File: src/rtl/screen_ctrl_if.sv
// vga_if: raster timing bundle shared by the VGA path.
// Fields: vblank (1 while the raster is in vertical blank).
interface vga_if;
  logic vblank;

  modport in (input vblank);
endinterface

File: src/rtl/screen_ctrl.sv
// screen_ctrl: START/PLAY/OVER screen sequencer and layer compositor.
// Ports: clk, rst (sync, active-high), vin (vga_if.in, uses vblank),
//   start_btn/collision/pause_btn pulses, start/game/over rgb+valid
//   layers; outputs state, game_en, game_rst, frame_tick, rgb.
// Optional: define SCREEN_PAUSE_EN to add the PAUSE screen (state 3).
module screen_ctrl #(
  parameter int          HOLD_FRAMES = 60,
  parameter logic [11:0] BG_RGB      = 12'h4CF
) (
  input  logic        clk,
  input  logic        rst,
  vga_if.in           vin,
  input  logic        start_btn,
  input  logic        collision,
  input  logic [11:0] start_rgb,
  input  logic        start_valid,
  input  logic [11:0] game_rgb,
  input  logic        game_valid,
  input  logic [11:0] over_rgb,
  input  logic        over_valid,
  input  logic        pause_btn,
  output logic [1:0]  state,
  output logic        game_en,
  output logic        game_rst,
  output logic        frame_tick,
  output logic [11:0] rgb
);

  localparam logic [1:0] ST_START = 2'd0;
  localparam logic [1:0] ST_PLAY  = 2'd1;
  localparam logic [1:0] ST_OVER  = 2'd2;
  localparam logic [1:0] ST_PAUSE = 2'd3;

  localparam int HW =
    (HOLD_FRAMES > 0) ? $clog2(HOLD_FRAMES + 1) : 1;
  localparam logic [HW-1:0] HOLD_MAX = HW'(HOLD_FRAMES);

  logic [1:0]    r_state;
  logic          r_vb_prev;
  logic          r_start_pend;
  logic          r_coll_pend;
  logic [HW-1:0] r_hold;
  logic          r_game_en;
  logic          r_game_rst;
  logic          r_frame_tick;
  logic [11:0]   r_rgb;

  logic          w_boundary;
  logic [1:0]    w_state_nxt;
  logic [HW-1:0] w_hold_nxt;
  logic          w_start_ok;
  logic          w_coll_ok;
  logic [11:0]   w_rgb;

`ifdef SCREEN_PAUSE_EN
  logic r_pause_pend;
  logic w_pause_ok;
`else
  logic w_unused_pause;
  assign w_unused_pause = pause_btn;
`endif

  // Rising edge of vblank marks the start of a frame boundary.
  assign w_boundary = vin.vblank & ~r_vb_prev;

  always_comb begin
    w_state_nxt = r_state;
    w_hold_nxt  = r_hold;
    if (w_boundary) begin
      case (r_state)
        ST_START: begin
          if (r_start_pend) w_state_nxt = ST_PLAY;
        end
        ST_PLAY: begin
          // Collision beats a simultaneous pause request.
          if (r_coll_pend) begin
            w_state_nxt = ST_OVER;
            w_hold_nxt  = '0;
          end
`ifdef SCREEN_PAUSE_EN
          else if (r_pause_pend) begin
            w_state_nxt = ST_PAUSE;
          end
`endif
        end
        ST_OVER: begin
          if (r_hold != HOLD_MAX) w_hold_nxt = r_hold + 1'b1;
          if (r_start_pend) w_state_nxt = ST_START;
        end
`ifdef SCREEN_PAUSE_EN
        ST_PAUSE: begin
          if (r_pause_pend) w_state_nxt = ST_PLAY;
        end
`endif
        default: w_state_nxt = ST_START;
      endcase
    end
  end

  // Eligibility follows the state/hold that will hold after this edge,
  // so a pulse landing on a boundary is judged by the new screen.
  assign w_start_ok = (w_state_nxt == ST_START) ||
                      ((w_state_nxt == ST_OVER) &&
                       (w_hold_nxt == HOLD_MAX));
  assign w_coll_ok  = (w_state_nxt == ST_PLAY);

`ifdef SCREEN_PAUSE_EN
  assign w_pause_ok = (w_state_nxt == ST_PLAY) ||
                      (w_state_nxt == ST_PAUSE);
`endif

  // Compositing uses the registered state, so a change made on one
  // edge shows from the pixel sampled on the next edge.
  always_comb begin
    w_rgb = BG_RGB;
    case (r_state)
      ST_START: w_rgb = start_valid ? start_rgb : BG_RGB;
      ST_PLAY:  w_rgb = game_valid  ? game_rgb  : BG_RGB;
      ST_OVER, ST_PAUSE: begin
        if (over_valid)      w_rgb = over_rgb;
        else if (game_valid) w_rgb = game_rgb;
        else                 w_rgb = BG_RGB;
      end
      default:  w_rgb = BG_RGB;
    endcase
  end

  always_ff @(posedge clk) begin
    if (rst) begin
      r_state      <= ST_START;
      r_vb_prev    <= 1'b0;
      r_start_pend <= 1'b0;
      r_coll_pend  <= 1'b0;
      r_hold       <= '0;
      r_game_en    <= 1'b0;
      r_game_rst   <= 1'b0;
      r_frame_tick <= 1'b0;
      r_rgb        <= 12'h000;
`ifdef SCREEN_PAUSE_EN
      r_pause_pend <= 1'b0;
`endif
    end else begin
      r_vb_prev    <= vin.vblank;
      r_state      <= w_state_nxt;
      r_hold       <= w_hold_nxt;
      r_game_en    <= (w_state_nxt == ST_PLAY);
      r_game_rst   <= w_boundary & r_start_pend &
                      (r_state == ST_START);
      r_frame_tick <= w_boundary;
      r_rgb        <= w_rgb;
      // Every boundary consumes the old flags; a pulse on the same
      // cycle survives for the following boundary.
      r_start_pend <= (r_start_pend & ~w_boundary) |
                      (start_btn & w_start_ok);
      r_coll_pend  <= (r_coll_pend & ~w_boundary) |
                      (collision & w_coll_ok);
`ifdef SCREEN_PAUSE_EN
      r_pause_pend <= (r_pause_pend & ~w_boundary) |
                      (pause_btn & w_pause_ok);
`endif
    end
  end

  assign state      = r_state;
  assign game_en    = r_game_en;
  assign game_rst   = r_game_rst;
  assign frame_tick = r_frame_tick;
  assign rgb        = r_rgb;

endmodule

File: src/flat_wrapper.sv
// flat-port wrapper written by rule: the top's interface ports become plain ports
module screen_ctrl_flat 
#(
  parameter int          HOLD_FRAMES = 60,
  parameter logic [11:0] BG_RGB      = 12'h4CF
)
  (clk, rst, start_btn, collision, start_rgb, start_valid, game_rgb, game_valid, over_rgb, over_valid, pause_btn, state, game_en, game_rst, frame_tick, rgb, vin_vblank);
  vga_if vin_i ();
  input  logic clk;
  input  logic rst;
  input  logic start_btn;
  input  logic collision;
  input  logic [11:0] start_rgb;
  input  logic start_valid;
  input  logic [11:0] game_rgb;
  input  logic game_valid;
  input  logic [11:0] over_rgb;
  input  logic over_valid;
  input  logic pause_btn;
  output logic [1:0] state;
  output logic game_en;
  output logic game_rst;
  output logic frame_tick;
  output logic [11:0] rgb;
  input wire logic [$bits(vin_i.vblank)-1:0] vin_vblank;
  assign vin_i.vblank = vin_vblank;
  screen_ctrl #(.HOLD_FRAMES(HOLD_FRAMES), .BG_RGB(BG_RGB)) u_core (.clk(clk), .rst(rst), .vin(vin_i), .start_btn(start_btn), .collision(collision), .start_rgb(start_rgb), .start_valid(start_valid), .game_rgb(game_rgb), .game_valid(game_valid), .over_rgb(over_rgb), .over_valid(over_valid), .pause_btn(pause_btn), .state(state), .game_en(game_en), .game_rst(game_rst), .frame_tick(frame_tick), .rgb(rgb));
endmodule
File: config.mk
export PLATFORM = sky130hd
export DESIGN_NAME = screen_ctrl_flat
export DESIGN_NICKNAME = d
export VERILOG_FILES = /design/src/rtl/screen_ctrl_if.sv /design/src/rtl/screen_ctrl.sv /design/src/flat_wrapper.sv
export SDC_FILE = /design/constraint.sdc
export NUM_CORES = 1
export LEC_CHECK = 0
export CAP_MARGIN = 0
export CORE_ASPECT_RATIO = 0.8
export CORE_MARGIN = 2
export CORE_UTILIZATION = 40
export CTS_BUF_LIST = sky130_fd_sc_hd__clkbuf_16
export CTS_CLUSTER_DIAMETER = 40
export DETAILED_ROUTE_END_ITERATION = 12
export PLACE_DENSITY = 0.86
export SLEW_MARGIN = 20
export SYNTH_ARGS = -nofsm -noshare
export SYNTH_HDL_FRONTEND = slang
export SYNTH_SLANG_ARGS = --single-unit
export TNS_END_PERCENT = 10
File: constraint.sdc
create_clock -name clk -period 2.95 [get_ports clk]
set_input_delay 0.295 -clock clk [delete_from_list [all_inputs] [get_ports clk]]
set_output_delay 0.295 -clock clk [all_outputs]
set_load 0.02 [all_outputs]
==> results of run 1 <==
## final cells by class
type / instances / area share (%)
Clock buffer: 3 / 3.62
Inverter: 9 / 1.63
Multi-Input combinational cell: 116 / 37.7
Clock inverter: 1 / 0.181
Timing Repair Buffer: 61 / 29.3
Tap cell: 40 / 2.41
Sequential cell: 26 / 25.1
## synth_stat cells (all sizes together)
master / n
a41o: 1
a2bb2oi: 1
a31oi: 2
o22a: 1
buf: 1
nand4: 1
a21boi: 1
mux2: 1
and3: 5
nor2b: 2
nor2: 16
ha: 6
nor3: 2
and2b: 2
a32o: 6
a22oi: 6
a2111oi: 1
a221oi: 1
o2111ai: 2
dfxtp: 26
nand3: 2
o21ai: 15
and4b: 1
nand2: 7
nand4b: 1
o22ai: 2
inv: 9
a21oi: 16
nor4: 1
o21bai: 3
and2: 1
clkbuf: 5
a41oi: 1
a21o: 1
a32oi: 1
nand2b: 3
and4: 2
o41ai: 1
o211a: 1
## metal layers
metal  wire length, um  vias up  GRT usage, %
met2              1920       27          32.6
li1                  -      710             -
met5                 0        -             0
met4                34        0          4.48
met3               105        2          3.26
met1              1800      687          29.4
## registers in the layout, indices dropped and copies added, names as in the netlist
name	count
u_core.state	2
u_core.r_vb_prev	1
u_core.r_hold	6
u_core.r_coll_pend	1
u_core.frame_tick	1
u_core.r_start_pend	1
u_core.rgb	12
u_core.game_en	1
u_core.game_rst	1
## worst paths after layout
| check | start | to | slack (ns) | cells after the start |
|---|---|---|---|---|
| min reg2reg | u_core.r_hold[1] | u_core.r_hold[1] | 0.54 | 2 |
| max | u_core.state[0] | u_core.r_start_pend | 0.84 | 7 |
| max reg2reg | u_core.state[0] | u_core.r_start_pend | 0.84 | 7 |
| min | u_core.r_hold[1] | u_core.r_hold[1] | 0.54 | 2 |
## kinds of logic (layout without fill, tap and decap cells)
kind of cell	count (synthesis)	in the layout	synth area share, %
buffers and inverters	15	74	4.23
AOI/OAI and AO/OA	63	63	32.0
DFF	26	26	38.3
muxes	1	1	0.828
and+or+nand+nor	46	46	19.1
adders and majority gates	6	6	5.52
## through the flow
step,instance area [um2],setup slack [ns]
final,2070,0.843
after CTS,2070,0.856
after global routing,2070,0.674
after floorplan,1360,1.00
after global placement,1990,0.953
after detailed placement,1990,0.868
## placed cells by master (no fill, tap or decap), drive strengths merged, types with 2 or more instances in the layout
master and count:
clkdlybuf4s50 60, a32o 6, o22ai 2, nand2b 3
nand2 7, ha 6, nor3 2, o2111ai 2
inv 9, and2b 2, o21ai 15, a22oi 6
a21oi 16, o21bai 3, clkbuf 3, nor2b 2
a31oi 2, nor2 16, and3 5, nand3 2
and4 2, dfxtp 26
## power breakdown
| part | total (mW) | internal, mW | switching, mW |
|---|---|---|---|
| Clock | 0.297 | 0.181 | 0.116 |
| Sequential | 0.380 | 0.371 | 0.00914 |
| Combinational | 0.194 | 0.107 | 0.0863 |
## worst register-to-register path, delay by kind of cell, from the launching register on
kind / cells / cell delay, ns
buffers and inverters: 2 / 0.33
and+or+nand+nor: 1 / 0.12
DFF: 1 / 0.44
AOI/OAI and AO/OA: 3 / 0.75
adders and majority gates: 1 / 0.37
==> impl_metrics.toml, run 1 <==
[placed_design]
dp_hpwl_mm = 3.02
port_buffers = 60
dp_cells = 252
gp_congestion = 0.843

[critical_path]
critPathMaxFanout = 13
critPathArrivalTime_ns = 2.27
cp_slowest_cell = "dfxtp_1"
start_kind = "flip-flop"
cpMostUsedCell = "inv_1"
critPathCaptureType = "flip-flop"
path_class = "reg -> reg"
cpPeakStageDelay_ns = 0.44
cp.required_ns = 3.11
path_buf_inv = 2
path_cells = "inv_1 > ha_1 > inv_1 > a31oi_1 > o22ai_1 > nand2_1 > o41ai_2"
crit_family = "compound AO/OA/AOI/OAI gates"

[global_routing]
grt_pass1_vias = 1318
grt_pass1_wl_mm = 6.49
grt_max_degree = 15
gr-total-overflow = 0
antenna_found_initial = 0
track_usage_pct = 20.5

[routing]
ant_nets = 0
wl_mm = 3.86
drcViolationCount = 0
dr_total_vias = 1426
drtIter0Drc = 84
wl_per_cell_um = 15.1
drt_pass1_iterations = 5
via_per_inst = 5.57

[logic_synthesis]
seq_area_frac_synth_pct = 38.3
yosysTopAreaCell = "dfxtp_1"
synth_area_um2 = 1360
netlist.area_leader.share_pct = 38.3
syn_area_per_cell_um2 = 8.66
synthTopCellsByArea = "dfxtp_1, a21oi_1, ha_1"
syn_nets = 208
ys_warn_count = 0
synthCells = 157
ys_ff_latch = 26
synth_cell_types = 41

[final_layout]
final_util_pct = 65.3
drive_above_1_share_pct = 4.63
area_growth_pct = 52.4
final_cells = 256
multi_input_area_um2 = 782
fin_nets = 268
diodes = 0
register_area_um2 = 520
fill_cells = 270

[floorplanning]
start_util_pct = 42.8
rows = 18
dieArea_um2 = 3890
core_um2 = 3180
pin_count = 62
die_w_um = 69.2
die_h_um = 56.2

[sta]
fin_crit_sh_pct = 71.4
tightest_slew_ns = 0.828
max-slew-margin-rel_pct = 44.7
setup_viol = 0
skew_ns = 0.00357
holdWs_ns = 0.541
timing.fmax_mhz = 475
period_minus_slack_ns = 2.11
drv_slew = 0
finalHoldViolCount = 0
setup_tns_ns = 0
rsz0062_at_grt = "false"

[clock_network]
cts.clk_slew.worst_paths_ns = 0.06
clockBufferDepth = 2
cts_sinks = 26
clockRootBuffer = "clkbuf_16"
cts_hold_buf = 0
cts_tree = "done"
cts_max_level = 1
cts-resized-gates = 0
cts_setup_buffers = 0
clock_latency_ns = 0.26
numCtsBuffers = 3

[pwr]
peakVddDrop_uv = 371
p_total_uw = 871
p_per_area_nw_per_um2 = 420
p_leak_nw = 0.793

[worst_hold_path]
hp-class = "reg -> reg"

[flow_run]
cap_viol_max_count = 0

[status]
status = "finished, final reports clean"
No activity file was read; power rests on OpenSTA's default activity.
==> run 2, diff against run 1 <==
--- a/config.mk
+++ b/config.mk
@@ -8,11 +8,11 @@
 export CAP_MARGIN = 0
 export CORE_ASPECT_RATIO = 0.8
 export CORE_MARGIN = 2
-export CORE_UTILIZATION = 40
+export CORE_UTILIZATION = 37
 export CTS_BUF_LIST = sky130_fd_sc_hd__clkbuf_16
 export CTS_CLUSTER_DIAMETER = 40
 export DETAILED_ROUTE_END_ITERATION = 12
-export PLACE_DENSITY = 0.86
+export PLACE_DENSITY = 0.84
 export SLEW_MARGIN = 20
 export SYNTH_ARGS = -nofsm -noshare
 export SYNTH_HDL_FRONTEND = slang
==> constraint.sdc (replaced) <==
create_clock -name clk -period 1.85 [get_ports clk]
set_input_delay 0.185 -clock clk [delete_from_list [all_inputs] [get_ports clk]]
set_output_delay 0.185 -clock clk [all_outputs]
set_load 0.02 [all_outputs]
==> run 2 against run 1 <==
Effect of this change:
- first-iteration DRC count shrank 27%
- final area is 12% higher
- core utilization up 1.5 points
- worst setup slack got worse by 0.77 ns
- count of clock-buffer cells in the layout unchanged
==> impl_metrics.toml, run 2 (synthesis gave the netlist of run 1 again) <==
[pwr]
intPower_mw = 1.08
peakVddDrop_uv = 607
p_clk_share_pct = 32.6
p_leak_nw = 0.903
p_switching_uw = 345
swShare_pct = 24.3
pwr-share-comb_pct = 24.7
seqPwrFrac_pct = 42.7
p_per_area_nw_per_um2 = 613

[final_layout]
fill_cells = 266
final_cell_mix = "clkdlybuf4s50_1, dfxtp_1, buf_4"
drive_above_1_share_pct = 21.0
area_growth_pct = 70.4
multi_input_area_um2 = 887
diodes = 0
register_area_um2 = 526
fin_nets = 286
largest_reg_flops = 12
final_util_pct = 66.8
layout_commonest_cell = "clkdlybuf4s50_1"
final_cells = 275

[floorplanning]
die_h_um = 58.2
pin_count = 62
rows = 19
die_w_um = 71.8
core_um2 = 3470
start_util_pct = 39.2
dieArea_um2 = 4180

[clock_network]
cts_max_level = 1
cts_sinks = 26
numCtsBuffers = 3
cts_tree = "done"
cts.clk_slew.worst_paths_ns = 0.06
clockBufferDepth = 2
clock_latency_ns = 0.25
clockRootBuffer = "clkbuf_16"

[status]
status = "finished, final reports clean"

[critical_path]
critPathArrivalTime_ns = 1.94
path_buf_inv = 1
cpPeakStageDelay_ns = 0.36
path_cells = "inv_2 > ha_4 > nand4b_4 > o21bai_1 > o2111ai_2 > o41ai_2"
start_kind = "flip-flop"
critPathCaptureType = "flip-flop"
critPathMaxFanout = 6
crit_family = "compound AO/OA/AOI/OAI gates"
path_class = "reg -> reg"
cp_slowest_cell = "dfxtp_2"
cp.required_ns = 2.01

[routing]
wl_mm = 4.39
wl_met3_um = 192
met2_length_mm = 2.13
highest_layer = "met4"
via_per_inst = 5.54
wl_per_cell_um = 16.0
ant_nets = 0
wl_met1_mm = 1.99
drt_pass1_iterations = 4
drcViolationCount = 0
dr_total_vias = 1523
drtIter0Drc = 61

[sta]
fin_crit_sh_pct = 96.1
drv_slew = 0
skew_ns = 0.00306
timing.fmax_mhz = 563
tightest_slew_ns = 0.317
max-slew-margin-rel_pct = 78.7
finalHoldViolCount = 0
setup_tns_ns = 0
setup_viol = 0
rsz0062_at_grt = "true"
period_minus_slack_ns = 1.78

[worst_hold_path]
hp-class = "reg -> reg"

[global_routing]
gr-total-overflow = 0
track_usage_pct = 20.7
grt_pass1_vias = 1491
grt_max_degree = 14
grt_pass1_wl_mm = 6.78
antenna_found_initial = 0

[placed_design]
dp_cells = 271
dp_hpwl_mm = 3.19
port_buffers = 60
gp_congestion = 0.856

[flow_run]
cap_viol_max_count = 0
[run 2: changes by cell type in the layout (fill, tap and decap cells not counted), moves of 3 or more]
cell and change:
ha_1 -5, dfxtp_1 -4, dfxtp_2 +4, ha_2 +3, buf_4 +18
[run 2: tightest hold or removal path: cells and delay by family (launching register included)]
kind	cells	cell delay [ns]
AO/OA/AOI/OAI	1	0.06
AND/OR/NAND/NOR	1	0.05
flip-flops	1	0.33
[run 2: through the flow]
stage / instance area [um2] / setup slack, ns / hold WS (ns) / total power, mW
6_report: 2320 / 0.0730 / 0.487 / 1.42
5_1_grt: 2320 / -0.0417 / 0.519 / 1.48
4_1_cts: 2210 / 0.00801 / 0.505 / 1.42
3_5_place_dp: 2130 / -0.0775 / 0.497 / 0.950
3_3_place_gp: 2130 / -0.0640 / 0.486 / 0.944
2_1_floorplan: 1360 / 0.0192 / 0.254 / 0.752
[run 2: timing repair]
item	4_1_cts	5_1_grt
setup buffers	0	1
pin swaps	0	5
hold endpoints to repair	0	0
hold buffers	0	0
setup endpoints to repair	13	1
gates resized for setup	3	20
[run 2: routing by layer]
| layer | vias up | track usage [%] |
|---|---|---|
| li1 | 745 | - |
| met1 | 726 | 25.4 |
| met2 | 46 | 37.3 |
| met3 | 6 | 4.35 |
| met4 | 0 | 4.85 |
| met5 | - | 0 |
[run 2: final timing paths]
kind	cells after the start	from	to	slack [ns]
worst min-delay path	2	u_core.r_hold[1]	u_core.r_hold[1]	0.49
worst max-delay path	6	u_core.state[1]	u_core.r_start_pend	0.07
worst max register to register	6	u_core.state[1]	u_core.r_start_pend	0.07
worst min register to register	2	u_core.r_hold[1]	u_core.r_hold[1]	0.49
[run 2: area by class of cell]
cell class              instances  area share [%]
inverters                       9            1.46
clock buffers                   3            3.24
well taps                      42            2.27
repair buffers                 79            32.1
multi-input cells             116            38.3
flip-flops and latches         26            22.7
[run 2: power groups by stage]
stage,Combinational [mW],Clock [mW],Sequential [mW]
floorplan,0.101,0,0.651
finish,0.351,0.463,0.607
global placement,0.327,0,0.617
detailed placement,0.332,0,0.618
global route,0.378,0.492,0.610
CTS,0.338,0.474,0.606
